$ cat src/rtl/muldiv_pkg.sv
// Shared constants for the RV32M multiply/divide unit: operand width,
// funct3 operation codes and the sequencing FSM encoding.
package muldiv_pkg;
  localparam int XLEN = 32;

  localparam logic [2:0] F3_MUL    = 3'b000;
  localparam logic [2:0] F3_MULH   = 3'b001;
  localparam logic [2:0] F3_MULHSU = 3'b010;
  localparam logic [2:0] F3_MULHU  = 3'b011;
  localparam logic [2:0] F3_DIV    = 3'b100;
  localparam logic [2:0] F3_DIVU   = 3'b101;
  localparam logic [2:0] F3_REM    = 3'b110;
  localparam logic [2:0] F3_REMU   = 3'b111;

  typedef enum logic [1:0] {
    ST_IDLE = 2'd0,
    ST_CALC = 2'd1,
    ST_FIX  = 2'd2,
    ST_DONE = 2'd3
  } md_state_e;
endpackage

$ cat src/rtl/muldiv_iter_core.sv
// 32-step unsigned datapath: shift-add multiply or restoring divide, sharing
// one 64-bit accumulator. Operands arrive as magnitudes; signs live upstream.
module muldiv_iter_core
  import muldiv_pkg::*;
(
  input  logic              clk,
  input  logic              rst,
  input  logic              load,
  input  logic              step,
  input  logic              is_div,
  input  logic [XLEN-1:0]   init_lo,
  input  logic [XLEN-1:0]   opnd,
  output logic              last,
  output logic [2*XLEN-1:0] acc
);
  logic [2*XLEN-1:0] acc_q, acc_d;
  logic [XLEN-1:0]   opnd_q, opnd_d;
  logic [4:0]        cnt_q, cnt_d;
  logic              is_div_q, is_div_d;
  logic [XLEN:0]     trial, diff, sum;
  logic              ge;

  always_comb begin
    acc_d    = acc_q;
    opnd_d   = opnd_q;
    cnt_d    = cnt_q;
    is_div_d = is_div_q;
    // Divide view: acc = {partial remainder, dividend bits shifting into quotient}
    trial = {acc_q[2*XLEN-1:XLEN], acc_q[XLEN-1]};
    diff  = trial - {1'b0, opnd_q};
    ge    = (trial >= {1'b0, opnd_q});
    // Multiply view: acc = {running high product, remaining multiplier bits}
    sum   = {1'b0, acc_q[2*XLEN-1:XLEN]} + (acc_q[0] ? {1'b0, opnd_q} : '0);
    if (load) begin
      acc_d    = {{XLEN{1'b0}}, init_lo};
      opnd_d   = opnd;
      cnt_d    = '0;
      is_div_d = is_div;
    end else if (step) begin
      cnt_d = cnt_q + 5'd1;
      if (is_div_q)
        acc_d = {(ge ? diff[XLEN-1:0] : trial[XLEN-1:0]), acc_q[XLEN-2:0], ge};
      else
        acc_d = {sum, acc_q[XLEN-1:1]};
    end
  end

  always_ff @(posedge clk or posedge rst) begin
    if (rst) begin
      acc_q    <= '0;
      opnd_q   <= '0;
      cnt_q    <= '0;
      is_div_q <= 1'b0;
    end else begin
      acc_q    <= acc_d;
      opnd_q   <= opnd_d;
      cnt_q    <= cnt_d;
      is_div_q <= is_div_d;
    end
  end

  assign last = (cnt_q == 5'd31);
  assign acc  = acc_q;
endmodule

$ cat src/rtl/muldiv_unit.sv
// RV32M multiply/divide unit: start/busy/done sequencing, operand sign prep,
// divide-by-zero/overflow shortcuts and final sign correction around the core.
module muldiv_unit
  import muldiv_pkg::*;
(
  input  logic            clk,
  input  logic            reset,
  input  logic            start,
  input  logic [2:0]      funct3,
  input  logic [XLEN-1:0] SrcA,
  input  logic [XLEN-1:0] SrcB,
  output logic            busy,
  output logic            done,
  output logic [XLEN-1:0] Result
);
  md_state_e         state_q, state_d;
  logic [2:0]        op_q, op_d;
  logic              neg_q, neg_d, rneg_q, rneg_d;
  logic [XLEN-1:0]   result_q, result_d;

  logic              a_signed, b_signed, a_neg, b_neg, is_div, div0, ovf;
  logic [XLEN-1:0]   a_mag, b_mag, special_res, fix_res;
  logic [XLEN-1:0]   quot_fix, rem_fix;
  logic [2*XLEN-1:0] acc, prod_fix;
  logic              load, step, last;

  always_comb begin
    a_signed = (funct3 == F3_MULH) || (funct3 == F3_MULHSU) ||
               (funct3 == F3_DIV)  || (funct3 == F3_REM);
    b_signed = (funct3 == F3_MULH) || (funct3 == F3_DIV) || (funct3 == F3_REM);
    a_neg    = a_signed & SrcA[XLEN-1];
    b_neg    = b_signed & SrcB[XLEN-1];
    a_mag    = a_neg ? -SrcA : SrcA;
    b_mag    = b_neg ? -SrcB : SrcB;
    is_div   = funct3[2];
    div0     = is_div && (SrcB == '0);
    ovf      = ((funct3 == F3_DIV) || (funct3 == F3_REM)) &&
               (SrcA == 32'h8000_0000) && (SrcB == 32'hFFFF_FFFF);
    if (div0)
      special_res = funct3[1] ? SrcA : '1;
    else
      special_res = funct3[1] ? '0 : 32'h8000_0000;
  end

  always_comb begin
    prod_fix = neg_q  ? -acc : acc;
    quot_fix = neg_q  ? -acc[XLEN-1:0] : acc[XLEN-1:0];
    rem_fix  = rneg_q ? -acc[2*XLEN-1:XLEN] : acc[2*XLEN-1:XLEN];
    case (op_q)
      F3_MUL:                        fix_res = prod_fix[XLEN-1:0];
      F3_MULH, F3_MULHSU, F3_MULHU:  fix_res = prod_fix[2*XLEN-1:XLEN];
      F3_DIV, F3_DIVU:               fix_res = quot_fix;
      default:                       fix_res = rem_fix;
    endcase
  end

  always_comb begin
    state_d  = state_q;
    op_d     = op_q;
    neg_d    = neg_q;
    rneg_d   = rneg_q;
    result_d = result_q;
    load     = 1'b0;
    step     = 1'b0;
    case (state_q)
      ST_IDLE, ST_DONE: begin
        if (start) begin
          op_d = funct3;
          if (div0 || ovf) begin
            result_d = special_res;
            state_d  = ST_DONE;
          end else begin
            load    = 1'b1;
            neg_d   = a_neg ^ b_neg;
            rneg_d  = a_neg;
            state_d = ST_CALC;
          end
        end else begin
          state_d = ST_IDLE;
        end
      end
      ST_CALC: begin
        step = 1'b1;
        if (last) state_d = ST_FIX;
      end
      ST_FIX: begin
        result_d = fix_res;
        state_d  = ST_DONE;
      end
      default: state_d = ST_IDLE;
    endcase
  end

  always_ff @(posedge clk or posedge reset) begin
    if (reset) begin
      state_q  <= ST_IDLE;
      op_q     <= '0;
      neg_q    <= 1'b0;
      rneg_q   <= 1'b0;
      result_q <= '0;
    end else begin
      state_q  <= state_d;
      op_q     <= op_d;
      neg_q    <= neg_d;
      rneg_q   <= rneg_d;
      result_q <= result_d;
    end
  end

  muldiv_iter_core u_core (
    .clk     (clk),
    .rst     (reset),
    .load    (load),
    .step    (step),
    .is_div  (is_div),
    .init_lo (is_div ? a_mag : b_mag),
    .opnd    (is_div ? b_mag : a_mag),
    .last    (last),
    .acc     (acc)
  );

  assign busy   = (state_q == ST_CALC) || (state_q == ST_FIX);
  assign done   = (state_q == ST_DONE);
  assign Result = result_q;
endmodule

$ cat config.mk
export PLATFORM = sky130hd
export DESIGN_NAME = muldiv_unit
export DESIGN_NICKNAME = d
export VERILOG_FILES = /design/src/rtl/muldiv_pkg.sv /design/src/rtl/muldiv_iter_core.sv /design/src/rtl/muldiv_unit.sv
export SDC_FILE = /design/constraint.sdc
export NUM_CORES = 1
export LEC_CHECK = 0
export ABC_CLOCK_PERIOD_IN_PS = 3680
export CAP_MARGIN = 10
export CORE_ASPECT_RATIO = 1.25
export CORE_MARGIN = 2
export CORE_UTILIZATION = 40
export CTS_BUF_LIST = sky130_fd_sc_hd__clkbuf_4 sky130_fd_sc_hd__clkbuf_8 sky130_fd_sc_hd__clkbuf_16
export CTS_CLUSTER_DIAMETER = 40
export DETAILED_ROUTE_END_ITERATION = 8
export DONT_BUFFER_PORTS = 1
export GPL_ROUTABILITY_DRIVEN = 0
export HOLD_SLACK_MARGIN = 0.03
export SLEW_MARGIN = 20
export SYNTH_ARGS = -nofsm -noshare
export SYNTH_HDL_FRONTEND = slang
export SYNTH_HIERARCHICAL = 1
export SYNTH_SLANG_ARGS = --single-unit
$ cat constraint.sdc
create_clock -name clk -period 3.68 [get_ports clk]
set_input_delay 0.368 -clock clk [delete_from_list [all_inputs] [get_ports clk]]
set_output_delay 0.368 -clock clk [all_outputs]
set_load 0.03 [all_outputs]
Word-level counts from Yosys, hierarchy flattened
Cells that the tools add are included.
{"block": "word_totals", "output_inout_bits": 34, "register_bits": 141, "input_bits": 70, "elab_cells": 91}
{"block": "op_classes", "muxes": 29, "bitwise_logic": 4, "reduce_logical": 22, "n_addsub": 8, "eq_ne": 18, "n_lt_le_gt_ge": 1}
{"op": "32-bit 2-to-1 mux", "count": 13}
{"op": "64-bit 2-to-1 mux", "count": 4}
{"op": "32-bit negator", "count": 4}
{"op": "32-bit case mux with 3 select lines", "count": 1}
{"op": "32-bit == test (second input constant)", "count": 2}
{"op": "64-bit negator", "count": 1}
{"op": "32-bit case mux with 2 select lines", "count": 1}
{"op": "32-bit by 32-bit adder with 33-bit output", "count": 1}
{"op": "33-bit by 32-bit >= comparator with 1-bit output", "count": 1}
{"op": "32-bit zero test", "count": 1}
{"op": "32-bit subtractor", "count": 1}
{"op": "3-bit == test (second input constant)", "count": 4}
{"op": "5-bit 2-to-1 mux", "count": 2}
{"op": "3-bit by 2-bit == test with 1-bit output (second input constant)", "count": 3}
{"op": "1-bit logical OR", "count": 8}
{"op": "3-bit by 1-bit == test with 1-bit output (second input constant)", "count": 2}
{"op": "2-bit 2-to-1 mux", "count": 3}
{"op": "2-bit != test (second input constant)", "count": 3}
{"op": "2-bit case mux with 3 select lines", "count": 1}
{"op": "3-bit AND reduction", "count": 2}
{"op": "5-bit by 1-bit adder with 5-bit output (second input constant)", "count": 1}
{"op": "5-bit == test (second input constant)", "count": 1}
{"op": "2-bit == test (second input constant)", "count": 2}
{"op": "1-bit 2-to-1 mux", "count": 4}
{"op": "other kinds (11)", "count": 16}

Logic depth before layout (Yosys ltp)
Gate-level depths: netlist (run 1).
{"block": "depth", "word_depth": 9, "depth_mapped": 15, "mapped_depth_nobuf": 15}

By module
The synthesis (run 1) kept the hierarchy.
{"mod": "muldiv_iter_core", "seq_area_each_um2": 2552.4, "area_per_inst_um2": 8488.1, "cells_each": 1061, "n_inst": 1}
{"mod": "muldiv_unit", "seq_area_each_um2": 975.9, "area_per_inst_um2": 7029.2, "cells_each": 975, "n_inst": 1}

Worst setup path before layout (run 1)
No wires, ideal clock.
{"block": "synth_timing", "kind": "input to register", "startpoint": "in SrcA[13]", "endpoint": "reg u_core.acc_q[56], in the netlist u_core/acc[56]", "path_stages": 11, "path_buffers": 1, "path_slack_ns": 0.300, "setup_ns": 0.066, "arrival_time_ns": 3.313, "required_time_ns": 3.614, "cell_sequence": "or4_4 > or3_1 > or4_4 > o32ai_4 > or2_2 > inv_1 > nor2b_1 > clkbuf_1 > nand2_1 > o41a_1 > nand2_1"}
{"block": "synth_via", "elab_chain_len": 8, "elab_cells_between_ends": 9, "classes_between": "eq/ne (1); mux (4); reduce/logical (4)"}
{"item": "start: declaration", "line_no": "muldiv_unit.sv:10", "text": "input logic [XLEN-1:0] SrcA,"}
{"item": "32-bit == test *", "line_no": "muldiv_unit.sv:38", "text": "(SrcA == 32'h8000_0000) && (SrcB == 32'hFFFF_FFFF);"}
{"item": "1-bit logical AND *", "line_no": "muldiv_unit.sv:37", "text": "ovf = ((funct3 == F3_DIV) || (funct3 == F3_REM)) &&"}
{"item": "1-bit logical AND *", "line_no": "muldiv_unit.sv:38"}
{"item": "1-bit logical OR *", "line_no": "muldiv_unit.sv:69", "text": "if (div0 || ovf) begin"}
{"item": "1-bit 2-to-1 mux *", "line_no": "muldiv_unit.sv:69"}
{"item": "1-bit 2-to-1 mux *", "line_no": "muldiv_unit.sv:67", "text": "if (start) begin"}
{"item": "1-bit 2-to-1 mux *", "line_no": "muldiv_unit.sv:65", "text": "case (state_q)"}
{"item": "net load", "line_no": "muldiv_unit.sv:25", "text": "logic load, step, last;"}
{"item": "64-bit 2-to-1 mux / 2-bit nonzero test (equally long branches)"}
{"item": "end signal: assignment", "line_no": "muldiv_iter_core.sv:50", "text": "acc_q <= '0;"}
{"item": "end signal: assignment", "line_no": "muldiv_iter_core.sv:55", "text": "acc_q <= acc_d;"}
{"item": "end: declaration", "line_no": "muldiv_iter_core.sv:16", "text": "logic [2*XLEN-1:0] acc_q, acc_d;"}
Mark *: on every way through the listed nets, which the timed path passes. The rest lies on a longest branch.
A chain may end at the register's enable or synchronous reset.

Worst setup path in the final report (run 1)
{"block": "layout_timing", "startpoint": "reg u_core.opnd_q[24]", "endpoint": "reg u_core.acc_q[33], in the netlist u_core/acc[33]"}
{"block": "layout_via", "elab_chain_len": 5}
{"item": "start: declaration", "line_no": "muldiv_iter_core.sv:17", "text": "logic [XLEN-1:0] opnd_q, opnd_d;"}
{"item": "start signal: assignment", "line_no": "muldiv_iter_core.sv:56", "text": "opnd_q <= opnd_d;"}
{"item": "33-bit by 32-bit >= comparator with 1-bit output", "line_no": "muldiv_iter_core.sv:31", "text": "ge = (trial >= {1'b0, opnd_q});"}
{"item": "32-bit 2-to-1 mux", "line_no": "muldiv_iter_core.sv:42", "text": "acc_d = {(ge ? diff[XLEN-1:0] : trial[XLEN-1:0]), acc_q[XLEN-2:0], ge};"}
{"item": "64-bit 2-to-1 mux", "line_no": "muldiv_iter_core.sv:41", "text": "if (is_div_q)"}
{"item": "64-bit 2-to-1 mux", "line_no": "muldiv_iter_core.sv:39", "text": "end else if (step) begin"}
{"item": "64-bit 2-to-1 mux", "line_no": "muldiv_iter_core.sv:34", "text": "if (load) begin"}
No other way between the ends. The select of a mux whose other input is x is not followed.

==> results of run 1 <==
==> critical path: stages (launching register included) <==
cell	delay, ns
dfrtp_1	0.36
inv_1	0.09
ha_1	0.39
a21oi_1	0.32
nor2b_1	0.14
a31oi_1	0.37
o21ai_0	0.15
o21bai_1	0.24
o21ba_1	0.72
mux2_1	0.40
a21oi_1	0.16
nor3_1	0.07
==> final cells by class <==
type / count / area share
Multi-Input combinational cell: 1693 / 0.656
Clock inverter: 13 / 0.0101
Inverter: 83 / 0.0185
Tap cell: 492 / 0.0360
Clock buffer: 18 / 0.0257
Sequential cell: 141 / 0.207
Timing Repair Buffer: 101 / 0.0467
==> final timing paths <==
path / start / end / slack (ns) / cells past startpoint
setup / recovery: u_core/opnd_q[24]$_DFFE_PP0P_ / u_core/acc[33]$_DFFE_PP0P_ / 0.1 / 11
hold / removal: funct3[0] / op_q[0]$_DFFE_PP0P_ / 0.06 / 1
setup reg to reg: u_core/opnd_q[24]$_DFFE_PP0P_ / u_core/acc[33]$_DFFE_PP0P_ / 0.1 / 11
hold reg to reg: u_core/cnt_q[4]$_DFFE_PP0P_ / u_core/cnt_q[4]$_DFFE_PP0P_ / 0.55 / 2
max in group asynchronous: reset / u_core/acc[0]$_DFFE_PP0P_ / 2.13 / 3
min in group asynchronous: reset / u_core/acc[26]$_DFFE_PP0P_ / 0.48 / 2
==> state kept, by name, summed over array words and instances (netlist names) <==
signal / count
Result: 32
neg_q: 1
op_q: 3
rneg_q: 1
state_q: 2
u_core/acc: 64
u_core/cnt_q: 5
u_core/is_div_q: 1
u_core/opnd_q: 32
==> logic make-up after synthesis <==
logic type	share of synthesized area
muxes	0.0746
DFF	0.227
AOI/OAI and AO/OA	0.268
adders and majority gates	0.0622
xor gates and xnor gates	0.0931
and+or+nand+nor	0.223
buffers and inverters	0.0516
==> power by group through the flow <==
| stage | clock network, mW | logic (mW) | registers (mW) |
|---|---|---|---|
| 2_1_floorplan | 0 | 8.60 | 3.30 |
| 3_3_place_gp | 0 | 11.8 | 3.46 |
| 3_5_place_dp | 0 | 12.0 | 3.47 |
| 4_1_cts | 1.89 | 12.0 | 3.45 |
| 5_1_grt | 1.95 | 13.4 | 3.56 |
| 6_report | 1.87 | 12.3 | 3.46 |
==> placed cells by master, fill, tap and decap left out, drive strengths merged, types with 13 or more instances in the layout <==
master  synthesis  layout
o21a           13      13
dfrtp         141     141
clkbuf         97      18
or3            27      27
a21o           29      29
and3           14      14
o22ai          14      14
o41ai          19      19
o21ai         232     232
nor4           29      29
inv            83      82
xnor2         100     100
o31ai          30      30
nor3           57      57
a21oi         128     128
buf            22     100
nor2          145     145
xor2           65      65
ha             74      74
nand4          27      27
nand2         230     230
mux2i         104     104
a31oi          36      36
nor2b          14      14
nand3          27      27
nand2b         31      31
or4            19      19
o211ai         21      21
and2           46      46
==> stage by stage <==
step	power, mW	setup WS (ns)	instances	instance area, um^2
2_1_floorplan	11.9	0.300	2036	15500
3_3_place_gp	15.2	0.208	2507	16400
3_5_place_dp	15.4	0.101	2507	16400
4_1_cts	17.4	0.0411	2539	17100
5_1_grt	18.9	0.0144	2541	17100
6_report	17.7	0.0978	2541	17100
==> repair_timing <==
action | in CTS | in global routing
resized for setup | 0 | 4
setup endpoints to repair | 0 | 9
setup buffers | 0 | 2
hold endpoints to repair | 79 | 0
hold buffers | 1 | 0
==> layer usage <==
layer | global-route usage | vias up
met1 | 0.345 | 7587
met2 | 0.474 | 727
li1 | - | 7429
met3 | 0.0549 | 196
met5 | 0 | -
met4 | 0.174 | 0
==> flow_summary.toml, run 1 <==
[detailed_routing]
drc = 0
avgViaCountPerCell = 6.27
maxUsedRoutingLayer = "met4"
vias = 15900
wl_met2_mm = 27.3
m1WireLength_mm = 23.3
wl_per_cell_um = 23.1
dr.pass1.iters = 7
wl_met3_mm = 4.62
drt_wl_total_mm = 58.8
ant_nets = 0
drt_iter0_markers = 1752

[setup_path]
end_kind = "register"
worst_ep_arrival_time_ns = 3.90
path_class = "reg -> reg"
path_max_fanout = 11
required_ns = 4.00
crit_path_start_kind = "register"

[global_route]
grt_overflow_total = 0
grt_pass1_vias = 15400
grt_max_degree = 147
grt.total_usage = 0.287
antenna_found_initial = 0
grt_pass1_wl_mm = 90.0

[clock_network]
htree_levels = 4
worstSkewPairLatency_ns = 0.46
clock_sinks = 141
root_buffer = "clkbuf_16"
cts_tree = "built"
clkTransAtPathRegs_ns = 0.06
clockBufferDepth = 2
cts_made_buffers = 17

[sta]
max_freq_mhz = 279
setup_violations = 0
worst_pin_slew_ns = 0.937
finalCriticalPeriod_ns = 3.58
period_share = 0.973
drv_slew = 0
fin_skew_ns = 0.00949
hold_viol = 0
rsz0062_at_grt = "no"
setup_tns_ns = 0
hold_ws_ns = 0.0560
max_slew_margin = 0.375

[finish]
drive_gt1_frac = 0.100
final_util = 0.447
multi_input_area_um2 = 11200
fillerInstances = 3860
fin_nets = 2183
areaGrowthSynthToFinish_pct = 10.1
diodes = 0
regArea_um2 = 3530

[synth]
yosys.area.top_type_share = 0.227
synth_cell_types = 92
yosys.cell_count.top_type = "nand2_1"
synth_nets = 2182
synthTopCellsByCount = "nand2_1, o21ai_0, dfrtp_1, nor2_1, a21oi_1"
synth-edff-count = 0
avgSynthCellArea_um2 = 7.62
ys_ff_latch = 141
synth_warnings = 6
ys.flop_type = "dfrtp_1"
synthArstFlopShare = 1.00
postSynthCellCount = 2036
ys_seq_area_frac = 0.227
yosysTopAreaCell = "dfrtp_1"
syn_area_um2 = 15500
synth_area_leaders = "dfrtp_1, o21ai_0, mux2i_1, ha_1, xnor2_1"

[pwr]
p_switching_mw = 9.46
p_per_area_nw_per_um2 = 1030
p_int_mw = 8.19
vdd_drop_max_mv = 0.404
clkPwrFrac = 0.106
switching_share = 0.536
p_seq_frac = 0.196
leakage_nw = 7.01
combPwrFrac = 0.698

[die]
ios = 104
rows = 80
die_area_um2 = 40400
die_x_um = 180
coreArea_um2 = 38200
initial_core_util = 0.406
die_y_um = 224

[place]
hpwlAfterDp_mm = 45.7
port_buffers = 0

[flow_run]
maxCapViolCount = 0

[min_path]
hp-class = "in -> reg"

[outcome]
outcome = "finished clean"
Power figures use the tool's default switching activity.
==> run 2, diff against run 1 <==
--- a/config.mk
+++ b/config.mk
@@ -14,8 +14,8 @@
 export CTS_CLUSTER_DIAMETER = 40
 export DETAILED_ROUTE_END_ITERATION = 8
 export DONT_BUFFER_PORTS = 1
-export GPL_ROUTABILITY_DRIVEN = 0
 export HOLD_SLACK_MARGIN = 0.03
+export RECOVER_POWER = 25
 export SLEW_MARGIN = 20
 export SYNTH_ARGS = -nofsm -noshare
 export SYNTH_HDL_FRONTEND = slang
==> flow_summary.toml, run 2 (synthesized netlist as in run 1, its figures left out) <==
[sta]
fin_skew_ns = 0.0106
max_freq_mhz = 282
finalCriticalPeriod_ns = 3.54
worst_pin_slew_ns = 2.62
max_slew_margin = -0.745
drv_slew = 100
setup_tns_ns = 0
period_share = 0.963
rsz0062_at_grt = "no"
fin_ws_ns = 0.136
setup_violations = 0
hold_ws_ns = 0.0581
hold_viol = 0

[setup_path]
reg2reg_from = "u_core/acc[0]$_DFFE_PP0P_"
crit_path_end = "Result[30]$_DFFE_PP0P_"
required_ns = 3.99
reg2regPathDepth = 10
crit_path_start_kind = "register"
end_kind = "register"
worst_ep_arrival_time_ns = 3.86
path_class = "reg -> reg"
ff2ff_setup_slack_ns = 0.14
r2r-end = "Result[30]$_DFFE_PP0P_"
path_max_fanout = 16
critPathLaunch = "u_core/acc[0]$_DFFE_PP0P_"

[pwr]
p_switching_mw = 9.57
switching_share = 0.534
p_seq_frac = 0.205
clkPwrFrac = 0.101
leakage_nw = 7.12
p_per_area_nw_per_um2 = 1040
power_mw = 17.9
vdd_drop_max_mv = 0.431
p_int_mw = 8.36
combPwrFrac = 0.694

[finish]
fin_cells = 2563
largest_reg_flops = 64
final_cell_mix = "nand2_1, o21ai_0, dfrtp_1"
drive_gt1_frac = 0.109
final_util = 0.452
final_common_cell = "nand2_1"
fin_nets = 2204
areaGrowthSynthToFinish_pct = 11.4
post-route-cell-area_um2 = 17300
diodes = 0

[clock_network]
clkTransAtPathRegs_ns = 0.07
clock_sinks = 141
htree_levels = 4
worstSkewPairLatency_ns = 0.46
clockBufferDepth = 2
cts_made_buffers = 17
root_buffer = "clkbuf_16"
cts_tree = "built"

[die]
die_area_um2 = 40400
coreArea_um2 = 38200
ios = 104
rows = 80
initial_core_util = 0.406
die_x_um = 180
die_y_um = 224

[global_route]
grt_max_degree = 147
grt_overflow_total = 0
grt_pass1_wl_mm = 91.9
antenna_found_initial = 0
grt_pass1_vias = 15400
grt.total_usage = 0.295

[place]
dpl-instance-area_um2 = 16700
gp_congestion = 0.970
pre_cts_ws_ns = -0.0265
dp.cells = 2529
port_buffers = 0
hpwlAfterDp_mm = 48.0

[detailed_routing]
drt_wl_total_mm = 60.7
avgViaCountPerCell = 6.22
vias = 15900
drt_iter0_markers = 1512
wl_per_cell_um = 23.7
drc = 0
dr.pass1.iters = 6
ant_nets = 0

[flow_run]
maxCapViolCount = 2

[outcome]
violations = "max-capacitance violations, max-slew violations"
outcome = "complete, but fails checks"

[min_path]
hp-class = "in -> reg"
==> run 2: final cells by class <==
cell class                      count  area, um^2
Clock buffer                       22         482
Clock inverter                     10         113
Fill cell                        3885       20900
Inverter                           83         314
Multi-Input combinational cell   1693       11200
Sequential cell                   141        3530
Tap cell                          492         616
Timing Repair Buffer              122        1010
==> run 2: power by group through the flow <==
stage	clock (mW)	combinational, mW	sequential (mW)
after floorplan	0	8.60	3.30
after global placement	0	12.1	3.65
after detailed placement	0	12.2	3.66
after CTS	1.84	12.2	3.65
after global routing	1.89	13.5	3.77
final	1.82	12.4	3.68
==> run 2: layer usage <==
metal,GRT usage,vias up,share of wire
met5,0,-,0
met4,0.186,0,0.065
met3,0.0504,171,0.069
met2,0.488,658,0.47
met1,0.356,7625,0.40
li1,-,7476,-
==> run 2: worst min-delay path by stage <==
stage	from	endpoint	slack [ns]	depth (start not counted)
6_report	funct3[0]	op_q[0]$_DFFE_PP0P_	0.06	1
5_1_grt	funct3[0]	op_q[0]$_DFFE_PP0P_	0.05	1
4_1_cts	funct3[0]	op_q[0]$_DFFE_PP0P_	0.04	1
3_5_place_dp	reset	Result[24]$_DFFE_PP0P_	0.42	2
3_3_place_gp	reset	Result[0]$_DFFE_PP0P_	0.41	2
2_1_floorplan	funct3[2]	u_core/is_div_q$_DFFE_PP0P_	0.49	2
==> run 2: what timing repair did <==
item                                    in CTS  in global routing
endpoints found under the hold margin       98                  0
endpoints found under the setup margin       2                 11
hold buffers                                 1                  0
gates resized for setup                      1                  6
buffers inserted                             0                  1
==> run 2: worst max-delay path, stage by stage, from the launching register on <==
cell and delay [ns]:
dfrtp_2 0.52, buf_4 0.18, inv_1 0.05, ha_1 0.23, nor3b_1 0.28, nand3_1 0.29
or3_1 0.54, o21ai_0 0.50, o21ai_0 0.21, a221oi_1 0.46, o31ai_1 0.14
